==> src/rtl/shift_pkg.sv <==
// Shared types and constants for the multi-cycle shift sequencer.
package shift_pkg;

   localparam int unsigned SHIFT_N      = 32;
   localparam int unsigned SHIFT_STAGES = 5;

   typedef enum logic [1:0] {
      SHIFT_SLL     = 2'd0,
      SHIFT_SRL     = 2'd1,
      SHIFT_SRA     = 2'd2,
      SHIFT_ILLEGAL = 2'd3
   } shift_op_t;

   typedef enum logic [1:0] {
      IDLE  = 2'd0,
      SHIFT = 2'd1,
      DONE  = 2'd2
   } seq_state_t;

endpackage

==> src/rtl/shift_sequencer_if.sv <==
// Request/result handshake bundle between issue logic, the shift sequencer and writeback.
interface shift_sequencer_if;
   import shift_pkg::*;

   logic                         in_valid;
   logic                         in_ready;
   logic [SHIFT_N-1:0]           in_data;
   logic [SHIFT_STAGES-1:0]      in_shamt;
   logic [1:0]                   in_op;
   logic                         out_valid;
   logic                         out_ready;
   logic [SHIFT_N-1:0]           out_data;
   logic                         out_err;
   logic                         busy;

   modport master (
      output in_valid, in_data, in_shamt, in_op, out_ready,
      input  in_ready, out_valid, out_data, out_err, busy
   );

   modport slave (
      input  in_valid, in_data, in_shamt, in_op, out_ready,
      output in_ready, out_valid, out_data, out_err, busy
   );

endinterface

==> src/rtl/shift_stage.sv <==
// One logarithmic shifter stage: shifts by 2^index when enabled, else passes through.
module shift_stage
   import shift_pkg::*;
(
   input  logic [SHIFT_N-1:0] value,
   input  logic [2:0]         index,
   input  logic               en,
   input  shift_op_t          op,
   input  logic               sign,
   output logic [SHIFT_N-1:0] result
);

   localparam logic [SHIFT_N-1:0] ALL_ONES = '1;

   logic [5:0]         amt;
   logic [SHIFT_N-1:0] fill_mask;

   always_comb begin
      amt       = 6'd1 << index;
      // Bits vacated by a right shift; SRA fills them with the captured sign.
      fill_mask = ~(ALL_ONES >> amt);
      result    = value;
      if (en) begin
         case (op)
            SHIFT_SLL: result = value << amt;
            SHIFT_SRL: result = value >> amt;
            SHIFT_SRA: result = (value >> amt) | (fill_mask & {SHIFT_N{sign}});
            default:   result = value;
         endcase
      end
   end

endmodule

==> src/rtl/shift_sequencer.sv <==
// Sequences a 32-bit log shifter one stage per clock (SLL/SRL/SRA) with valid/ready on both sides.
// Optional SHIFT_SEQ_EARLY_DONE_EN: finish as soon as no higher shamt bits remain.
module shift_sequencer
   import shift_pkg::*;
(
   input  logic              clk,
   input  logic              rst,
   shift_sequencer_if.slave  bus
);

   localparam int unsigned      CNT_W      = $clog2(SHIFT_STAGES);
   localparam logic [CNT_W-1:0] LAST_STAGE = CNT_W'(SHIFT_STAGES - 1);

   seq_state_t              state_q;
   seq_state_t              state_d;
   logic [CNT_W-1:0]        cnt_q;
   logic [SHIFT_N-1:0]      work_q;
   logic [SHIFT_N-1:0]      stage_out;
   logic [SHIFT_STAGES-1:0] shamt_q;
   shift_op_t               op_q;
   logic                    sign_q;
   logic                    err_q;
   logic                    in_illegal;
   logic                    last_edge;

   shift_stage u_stage (
      .value  (work_q),
      .index  (cnt_q),
      .en     (shamt_q[cnt_q]),
      .op     (op_q),
      .sign   (sign_q),
      .result (stage_out)
   );

   always_ff @(posedge clk) begin
      if (rst) state_q <= IDLE;
      else     state_q <= state_d;
   end

   always_comb begin
      in_illegal = (shift_op_t'(bus.in_op) == SHIFT_ILLEGAL);
      last_edge  = (cnt_q == LAST_STAGE);
`ifdef SHIFT_SEQ_EARLY_DONE_EN
      last_edge  = last_edge || ((shamt_q >> (cnt_q + CNT_W'(1))) == '0);
`endif
      state_d = state_q;
      case (state_q)
         IDLE: begin
            if (bus.in_valid) begin
`ifdef SHIFT_SEQ_EARLY_DONE_EN
               state_d = (in_illegal || bus.in_shamt == '0) ? DONE : SHIFT;
`else
               state_d = in_illegal ? DONE : SHIFT;
`endif
            end
         end
         SHIFT:   if (last_edge) state_d = DONE;
         DONE:    if (bus.out_ready) state_d = IDLE;
         default: state_d = IDLE;
      endcase
   end

   always_comb begin
      bus.in_ready  = (state_q == IDLE);
      bus.out_valid = (state_q == DONE);
      bus.busy      = (state_q != IDLE);
      bus.out_data  = work_q;
      bus.out_err   = err_q;
   end

   always_ff @(posedge clk) begin
      if (rst) begin
         cnt_q   <= '0;
         work_q  <= '0;
         shamt_q <= '0;
         op_q    <= SHIFT_SLL;
         sign_q  <= 1'b0;
         err_q   <= 1'b0;
      end else begin
         case (state_q)
            IDLE: begin
               if (bus.in_valid) begin
                  work_q  <= bus.in_data;
                  shamt_q <= bus.in_shamt;
                  op_q    <= shift_op_t'(bus.in_op);
                  sign_q  <= bus.in_data[SHIFT_N-1];
                  cnt_q   <= '0;
                  err_q   <= in_illegal;
               end
            end
            SHIFT: begin
               work_q <= stage_out;
               cnt_q  <= cnt_q + CNT_W'(1);
            end
            DONE: begin
               if (bus.out_ready) err_q <= 1'b0;
            end
            default: ;
         endcase
      end
   end

endmodule
==> src/flat_wrapper.sv <==
// flat-port wrapper written by rule: the top's interface ports become plain ports
module shift_sequencer_flat import shift_pkg::*;
  (clk, rst, bus_in_valid, bus_in_data, bus_in_shamt, bus_in_op, bus_out_ready, bus_in_ready, bus_out_valid, bus_out_data, bus_out_err, bus_busy);
  shift_sequencer_if bus_i ();
  input  logic clk;
  input  logic rst;
  input wire logic [$bits(bus_i.in_valid)-1:0] bus_in_valid;
  input wire logic [$bits(bus_i.in_data)-1:0] bus_in_data;
  input wire logic [$bits(bus_i.in_shamt)-1:0] bus_in_shamt;
  input wire logic [$bits(bus_i.in_op)-1:0] bus_in_op;
  input wire logic [$bits(bus_i.out_ready)-1:0] bus_out_ready;
  output wire logic [$bits(bus_i.in_ready)-1:0] bus_in_ready;
  output wire logic [$bits(bus_i.out_valid)-1:0] bus_out_valid;
  output wire logic [$bits(bus_i.out_data)-1:0] bus_out_data;
  output wire logic [$bits(bus_i.out_err)-1:0] bus_out_err;
  output wire logic [$bits(bus_i.busy)-1:0] bus_busy;
  assign bus_i.in_valid = bus_in_valid;
  assign bus_i.in_data = bus_in_data;
  assign bus_i.in_shamt = bus_in_shamt;
  assign bus_i.in_op = bus_in_op;
  assign bus_i.out_ready = bus_out_ready;
  assign bus_in_ready = bus_i.in_ready;
  assign bus_out_valid = bus_i.out_valid;
  assign bus_out_data = bus_i.out_data;
  assign bus_out_err = bus_i.out_err;
  assign bus_busy = bus_i.busy;
  shift_sequencer u_core (.clk(clk), .rst(rst), .bus(bus_i));
endmodule
==> config.mk <==
export PLATFORM = sky130hd
export DESIGN_NAME = shift_sequencer_flat
export DESIGN_NICKNAME = d
export VERILOG_FILES = /design/src/rtl/shift_pkg.sv /design/src/rtl/shift_sequencer_if.sv /design/src/rtl/shift_stage.sv /design/src/rtl/shift_sequencer.sv /design/src/flat_wrapper.sv
export SDC_FILE = /design/constraint.sdc
export NUM_CORES = 1
export LEC_CHECK = 0
export ABC_AREA = 1
export CORE_UTILIZATION = 50
export DETAILED_ROUTE_END_ITERATION = 10
export PLACE_DENSITY = 0.84
export SLEW_MARGIN = 40
export SYNTH_ARGS = -nofsm -noshare
export SYNTH_HDL_FRONTEND = slang
export SYNTH_SLANG_ARGS = --single-unit
==> constraint.sdc <==
create_clock -name clk -period 3.77 [get_ports clk]
set_clock_uncertainty 0.05 [all_clocks]
set_input_delay 0.5655 -clock clk [delete_from_list [all_inputs] [get_ports clk]]
set_output_delay 0.5655 -clock clk [all_outputs]
set_load 0.005 [all_outputs]
==> metrics.cfg, run 1 <==
[detailed_routing]
final_antenna_net_count = 0
route.met3.wl_um = 3580
viasPerCell = 6.20
wl_per_cell_um = 20.8
finalWirelength_um = 27500
top_layer_used = met4
num_vias = 8218
dr.pass1.iters = 7
wl_met2_um = 11500
initialDrtViolationCount = 1445
drc = 0
drt-met1-wl_um = 10500

[power_and_ir_drop]
power-per-cell-area_nw_per_um2 = 847
pwr-share-seq_pct = 13.7
p_switching_uw = 3450
vdd_drop_max_v = 0.000533
power_uw = 5790
combPwrFrac_pct = 77.0
p_clk_share_pct = 9.3
p_int_uw = 2340
leakage_uw = 0.00341
sw_frac_of_total_pct = 59.6

[timing]
hold_slack_ns = 0.435
setup_viol = 0
max_freq_mhz = 321
tightest_slew_ns = 0.742
tns_ns = 0
rsz0062_at_grt = no
fin_crit_sh_pct = 82.7
drv_slew = 0
slew_headroom_pct = 50.4
hold_viol = 0
min_period_ns = 3.12

[die]
placementRows = 38
io_pins = 79
start_util_pct = 52.1
die_h_um = 109
coreArea_um2 = 11000
die_area_um2 = 11900
die_w_um = 109

[status]
status = finished, final reports clean

[synthesis]
synth.net_count = 1182
synth_edf_count = 0
netlist_area_um2 = 5720
synth.area.top_cells = nand2_1 (28%), dfxtp_1 (16%), nand3_1 (16%)
synth.top_cell.area_share_pct = 27.9
yosysTopAreaCell = nand2_1
synth-warning-count = 0
ys_top_cells_by_count = nand2_1 (425), nand3_1 (183), inv_1 (90)
syn_area_per_cell_um2 = 5.08
ys_ff_latch = 46
synth.most_common_cell = nand2_1
synth-async-reset-ratio_pct = 0
ys_seq_area_share_pct = 16.1
synthCells = 1127
synth.distinct_cells = 31
synthFlopType = dfxtp_1

[final_layout]
fin_nets = 1239
fin_util_pct = 62.2
diodes = 0
synthToLayoutAreaGrowth_pct = 19.4
drive_gt1_share_pct = 5.82

[clocking]
htree_levels = 2
path_clk_slew_ns = 0.07
clk_latency_ns = 0.30
post-cts-setup-buffers = 0
cts_inserted_buffers = 5
cts_sinks = 46
clk_path_buf_depth = 2
cts_hold_buf = 0
cts_tree = done
cts_resized = 0
cts_root_buf = clkbuf_16

[critical_path]
required_ns = 3.96
end_kind = register
cp.arrival_ns = 3.31
crit_type = register to register
critPathMaxFanout = 46
cp-start-kind = register
r2r_slack_ns = 0.65

[job]
maxCapViolCount = 0

[hold_path]
min_path_type = register to register

[grt]
antenna_found_initial = 0
grt_pass1_vias = 7308
grt-ovfl-total = 0
track_usage_pct = 47.1
grt_first_pass_wirelength_um = 41100
grt_max_degree = 58

[placed_design]
dp_hpwl_um = 21300
portBuffers = 78
gp_congestion = 1.11

-- cells by family (layout without fill, tap and decap cells) --
kind of cell | count (synthesis) | after routing | share of synthesized area, %
adder cells (fa/ha/maj) | 12 | 12 | 2.62
flip-flops | 46 | 46 | 16.1
AND/OR/NAND/NOR | 716 | 716 | 52.3
AO/OA/AOI/OAI | 195 | 195 | 18.0
buffers and inverters | 158 | 216 | 11.0
-- worst max-delay path, cell delays in order (launching register included) --
cell and delay, ns:
dfxtp_1 0.53, inv_2 0.32, nand2_1 0.21, clkinv_2 0.60, buf_4 0.39, nand3_1 0.08
nand2_1 0.08, nand2_1 0.07, nand2_1 0.04, nor2_1 0.18, nand2_1 0.10, nand2_1 0.07
nand2_1 0.07, nand2_1 0.08, nand2_1 0.05, a21oi_1 0.11
-- cell type report --
class                      count  area [µm²]
sequential                    46         921
multi-input combinational    923        4170
tap                          140         175
clock inverter                 3        43.8
timing repair buffer         109        1030
fill                        1167        4150
inverter                      99         373
clock buffer                   5         125
-- per-layer routing --
| layer | track usage (%) | up-vias |
|---|---|---|
| met2 | 70.9 | 672 |
| li1 | - | 3769 |
| met3 | 12.1 | 137 |
| met5 | 0 | - |
| met4 | 26.6 | 0 |
| met1 | 60.5 | 3640 |
-- registers in the layout (all words and copies together) (netlist names) --
register,flops
u_core.sign_q,1
u_core.shamt_q,5
u_core.bus.out_data,32
u_core.bus.out_err,1
u_core.cnt_q,3
u_core.state_q,2
u_core.op_q,2
-- stage by stage --
step                setup WS, ns  area (µm²)  std cells
CTS                        0.892        6830       1325
detailed placement         0.904        6660       1317
finish                     0.652        6830       1325
floorplan                   1.35        5720       1127
global route               0.464        6830       1325
global placement           0.902        6660       1317
-- power groups by stage --
| stage | sequential, µW | clock [µW] | combinational (µW) |
|---|---|---|---|
| 2_1_floorplan | 753 | 0 | 2720 |
| 3_3_place_gp | 787 | 0 | 4210 |
| 3_5_place_dp | 789 | 0 | 4220 |
| 4_1_cts | 779 | 537 | 4240 |
| 5_1_grt | 800 | 561 | 4780 |
| 6_report | 793 | 540 | 4460 |
-- placed cells by master, fill, tap and decap left out, types with 2 or more instances in the layout --
| cell type | netlist | routed |
|---|---|---|
| or2_2 | 14 | 14 |
| a31oi_1 | 2 | 2 |
| buf_4 | 3 | 30 |
| nand2_2 | 2 | 2 |
| inv_1 | 90 | 89 |
| nor2_2 | 3 | 3 |
| dfxtp_1 | 46 | 46 |
| inv_2 | 8 | 8 |
| o211ai_1 | 11 | 11 |
| nand3_1 | 183 | 183 |
| a21oi_1 | 76 | 76 |
| o31ai_1 | 2 | 2 |
| ha_1 | 12 | 12 |
| o22ai_1 | 4 | 4 |
| nand2_1 | 425 | 425 |
| clkinv_2 | 0 | 2 |
| and2_1 | 2 | 2 |
| nor2_1 | 81 | 81 |
| o21ai_1 | 37 | 37 |
| o21ai_0 | 59 | 59 |
| clkbuf_16 | 0 | 5 |
| nand4_1 | 4 | 4 |
| clkdlybuf4s50_1 | 0 | 78 |
-- path summary, 6_finish.rpt --
check                                           start  cells past startpoint                             endpoint
setup / recovery         u_core.cnt_q[2]$_SDFFE_PP0P_                     15  u_core.bus.out_data[6]$_SDFFE_PP0P_
hold reg to reg   u_core.bus.out_data[6]$_SDFFE_PP0P_                      2  u_core.bus.out_data[6]$_SDFFE_PP0P_
hold / removal    u_core.bus.out_data[6]$_SDFFE_PP0P_                      2  u_core.bus.out_data[6]$_SDFFE_PP0P_
setup reg to reg         u_core.cnt_q[2]$_SDFFE_PP0P_                     15  u_core.bus.out_data[6]$_SDFFE_PP0P_
Power figures use the tool's default switching activity.
==> inputs of run 2 (changes only) <==
==> constraint.sdc (replaced) <==
create_clock -name clk -period 3.25 [get_ports clk]
set_clock_uncertainty 0.05 [all_clocks]
set_input_delay 0.4875 -clock clk [delete_from_list [all_inputs] [get_ports clk]]
set_output_delay 0.4875 -clock clk [all_outputs]
set_load 0.005 [all_outputs]
==> metrics.cfg, run 2 (synthesized netlist as in run 1, its figures left out) <==
[status]
status = finished, final reports clean

[critical_path]
worstReg2RegStart = u_core.cnt_q[1]$_SDFFE_PP0P_
required_ns = 3.43  ; -0.53 ns
crit_path_end = u_core.bus.out_data[4]$_SDFFE_PP0P_
cp.arrival_ns = 3.35  ; +0.04 ns
cp-start-kind = register
r2r_slack_ns = 0.08  ; -0.57 ns
worstSetupStartpoint = u_core.cnt_q[1]$_SDFFE_PP0P_
critPathMaxFanout = 12  ; -74%
end_kind = register
r2r-end = u_core.bus.out_data[4]$_SDFFE_PP0P_
crit_type = register to register
reg2reg_depth = 14  ; -1

[detailed_routing]
viasPerCell = 6.09  ; -1.8%
initialDrtViolationCount = 1195  ; -17%
wl_per_cell_um = 20.4  ; -1.9%
drc = 0  ; unchanged
final_antenna_net_count = 0  ; unchanged
finalWirelength_um = 27000  ; -2.1%
num_vias = 8056  ; -2.0%
dr.pass1.iters = 8  ; +1

[clocking]
cts_inserted_buffers = 5  ; unchanged
clk_path_buf_depth = 2  ; unchanged
cts_sinks = 46  ; unchanged
cts_resized = 0  ; unchanged
cts_root_buf = clkbuf_16
post-cts-setup-buffers = 0  ; unchanged
cts_hold_buf = 0  ; unchanged
path_clk_slew_ns = 0.07  ; about the same
htree_levels = 2  ; unchanged
cts_tree = done
clk_latency_ns = 0.30  ; about the same

[final_layout]
mostFrequentLayoutCell = nand2_1
fin_nets = 1237  ; -0.16%
fill_cells = 1176  ; +0.77%
largest_reg_flops = 32  ; unchanged
synthToLayoutAreaGrowth_pct = 19.7
multi_input_area_um2 = 4170  ; about the same
drive_gt1_share_pct = 5.75  ; -0.075 points
fin_util_pct = 62.3  ; +0.14 points
diodes = 0  ; unchanged
mostFrequentLayoutCells = nand2_1 (425), nand3_1 (183), inv_1 (89), nor2_1 (80), clkdlybuf4s50_1 (78)
seqCellArea_um2 = 921  ; unchanged

[power_and_ir_drop]
p_int_uw = 2660  ; +14%
p_clk_share_pct = 8.4  ; -0.9 points
combPwrFrac_pct = 77.3  ; +0.3 points
power-per-cell-area_nw_per_um2 = 955  ; +13%
sw_frac_of_total_pct = 59.3  ; -0.25 points
leakage_uw = 0.00340  ; -0.12%
pwr-share-seq_pct = 14.2  ; +0.5 points
vdd_drop_max_v = 0.000698  ; +31%
p_switching_uw = 3880  ; +12%

[timing]
fin_crit_sh_pct = 97.5  ; +15 points
slew_headroom_pct = 42.0  ; -8.4 points
max_freq_mhz = 316  ; -1.6%
min_period_ns = 3.17  ; +0.0512 ns
hold_viol = 0  ; unchanged
setup_viol = 0  ; unchanged
fin_ws_ns = 0.0812  ; -0.571 ns
drv_slew = 0  ; unchanged
hold_slack_ns = 0.438  ; +0.00350 ns
tns_ns = 0  ; unchanged
tightest_slew_ns = 0.866  ; +0.123 ns

[die]
coreArea_um2 = 11000  ; unchanged
die_h_um = 109  ; unchanged
placementRows = 38  ; unchanged
io_pins = 79  ; unchanged
start_util_pct = 52.1  ; unchanged
die_w_um = 109  ; unchanged
die_area_um2 = 11900  ; unchanged

[placed_design]
gp_congestion = 1.07  ; -2.9%
dp_hpwl_um = 21400  ; +0.14%
portBuffers = 78  ; unchanged
dp_slack_ns = 0.322  ; -0.582 ns

[grt]
grt_pass1_vias = 7282  ; -0.36%
grt-ovfl-total = 0  ; unchanged
track_usage_pct = 45.4  ; -1.6 points
antenna_found_initial = 0  ; unchanged
grt_max_degree = 58  ; unchanged
grt_first_pass_wirelength_um = 39600  ; -3.7%

[hold_path]
min_path_type = register to register

[job]
maxCapViolCount = 0  ; unchanged

==> run 2: cell count changes in the layout (fill, tap and decap cells not counted) <==
cell / delta
bufinv_16: -1
buf_4: -6
nor2_2: +1
inv_6: +1
nor2_1: -1
buf_12: +4
inv_2: +1
clkinv_2: -1
==> run 2: layer usage <==
| layer | GRT usage (%) | routed length [µm] | up-vias |
|---|---|---|---|
| li1 | - | - | 3776 |
| met1 | 54.6 | 10300 | 3630 |
| met4 | 23.8 | 1520 | 0 |
| met3 | 12.0 | 3000 | 113 |
| met2 | 73.8 | 12100 | 537 |
| met5 | 0 | 0 | - |
==> run 2: power groups by stage <==
stage                     registers [µW]  clock network, µW  logic [µW]
after CTS                            915                546        4870
after floorplan                      873                  0        3150
after detailed placement             925                  0        4850
final                                931                550        5060
after global placement               921                  0        4810
after global routing                 944                564        5480
==> run 2: stage by stage <==
stage / std cells / instance area, µm² / power [µW]
after global placement: 1315 / 6700 / 5730
final: 1323 / 6850 / 6540
after floorplan: 1127 / 5720 / 4030
after CTS: 1323 / 6850 / 6330
after global routing: 1323 / 6850 / 6990
after detailed placement: 1315 / 6700 / 5770
==> run 2: critical path: stages (launching register included) <==
cell     delay, ns
dfxtp_1       0.40
inv_1         0.16
ha_1          0.62
nand2_2       0.31
nand2_1       0.41
inv_2         0.23
nand2_1       0.15
nor2_1        0.07
nor2_1        0.24
nand2_1       0.08
nand2_1       0.06
nand2_1       0.06
nand2_1       0.07
nand2_1       0.06
a21oi_1       0.13
==> run 2: area by class of cell <==
| cell class | instances | share of cell area (%) |
|---|---|---|
| Clock inverter | 3 | 0.329 |
| Multi-Input combinational cell | 923 | 60.9 |
| Timing Repair Buffer | 107 | 15.5 |
| Inverter | 99 | 5.43 |
| Tap cell | 140 | 2.56 |
| Clock buffer | 5 | 1.83 |
| Sequential cell | 46 | 13.4 |
==> run 2: worst min path at each step <==
| stage | startpoint | endpoint | slack, ns | cells after the start |
|---|---|---|---|---|
| after floorplan | u_core.bus.out_err$_SDFFE_PP0P_ | u_core.bus.out_err$_SDFFE_PP0P_ | 0.41 | 2 |
| after global placement | u_core.bus.out_err$_SDFFE_PP0P_ | u_core.bus.out_err$_SDFFE_PP0P_ | 0.41 | 2 |
| after detailed placement | u_core.bus.out_err$_SDFFE_PP0P_ | u_core.bus.out_err$_SDFFE_PP0P_ | 0.43 | 2 |
| after CTS | u_core.bus.out_err$_SDFFE_PP0P_ | u_core.bus.out_err$_SDFFE_PP0P_ | 0.44 | 2 |
| after global routing | u_core.bus.out_data[7]$_SDFFE_PP0P_ | u_core.bus.out_data[7]$_SDFFE_PP0P_ | 0.47 | 2 |
| final | u_core.bus.out_err$_SDFFE_PP0P_ | u_core.bus.out_err$_SDFFE_PP0P_ | 0.44 | 2 |
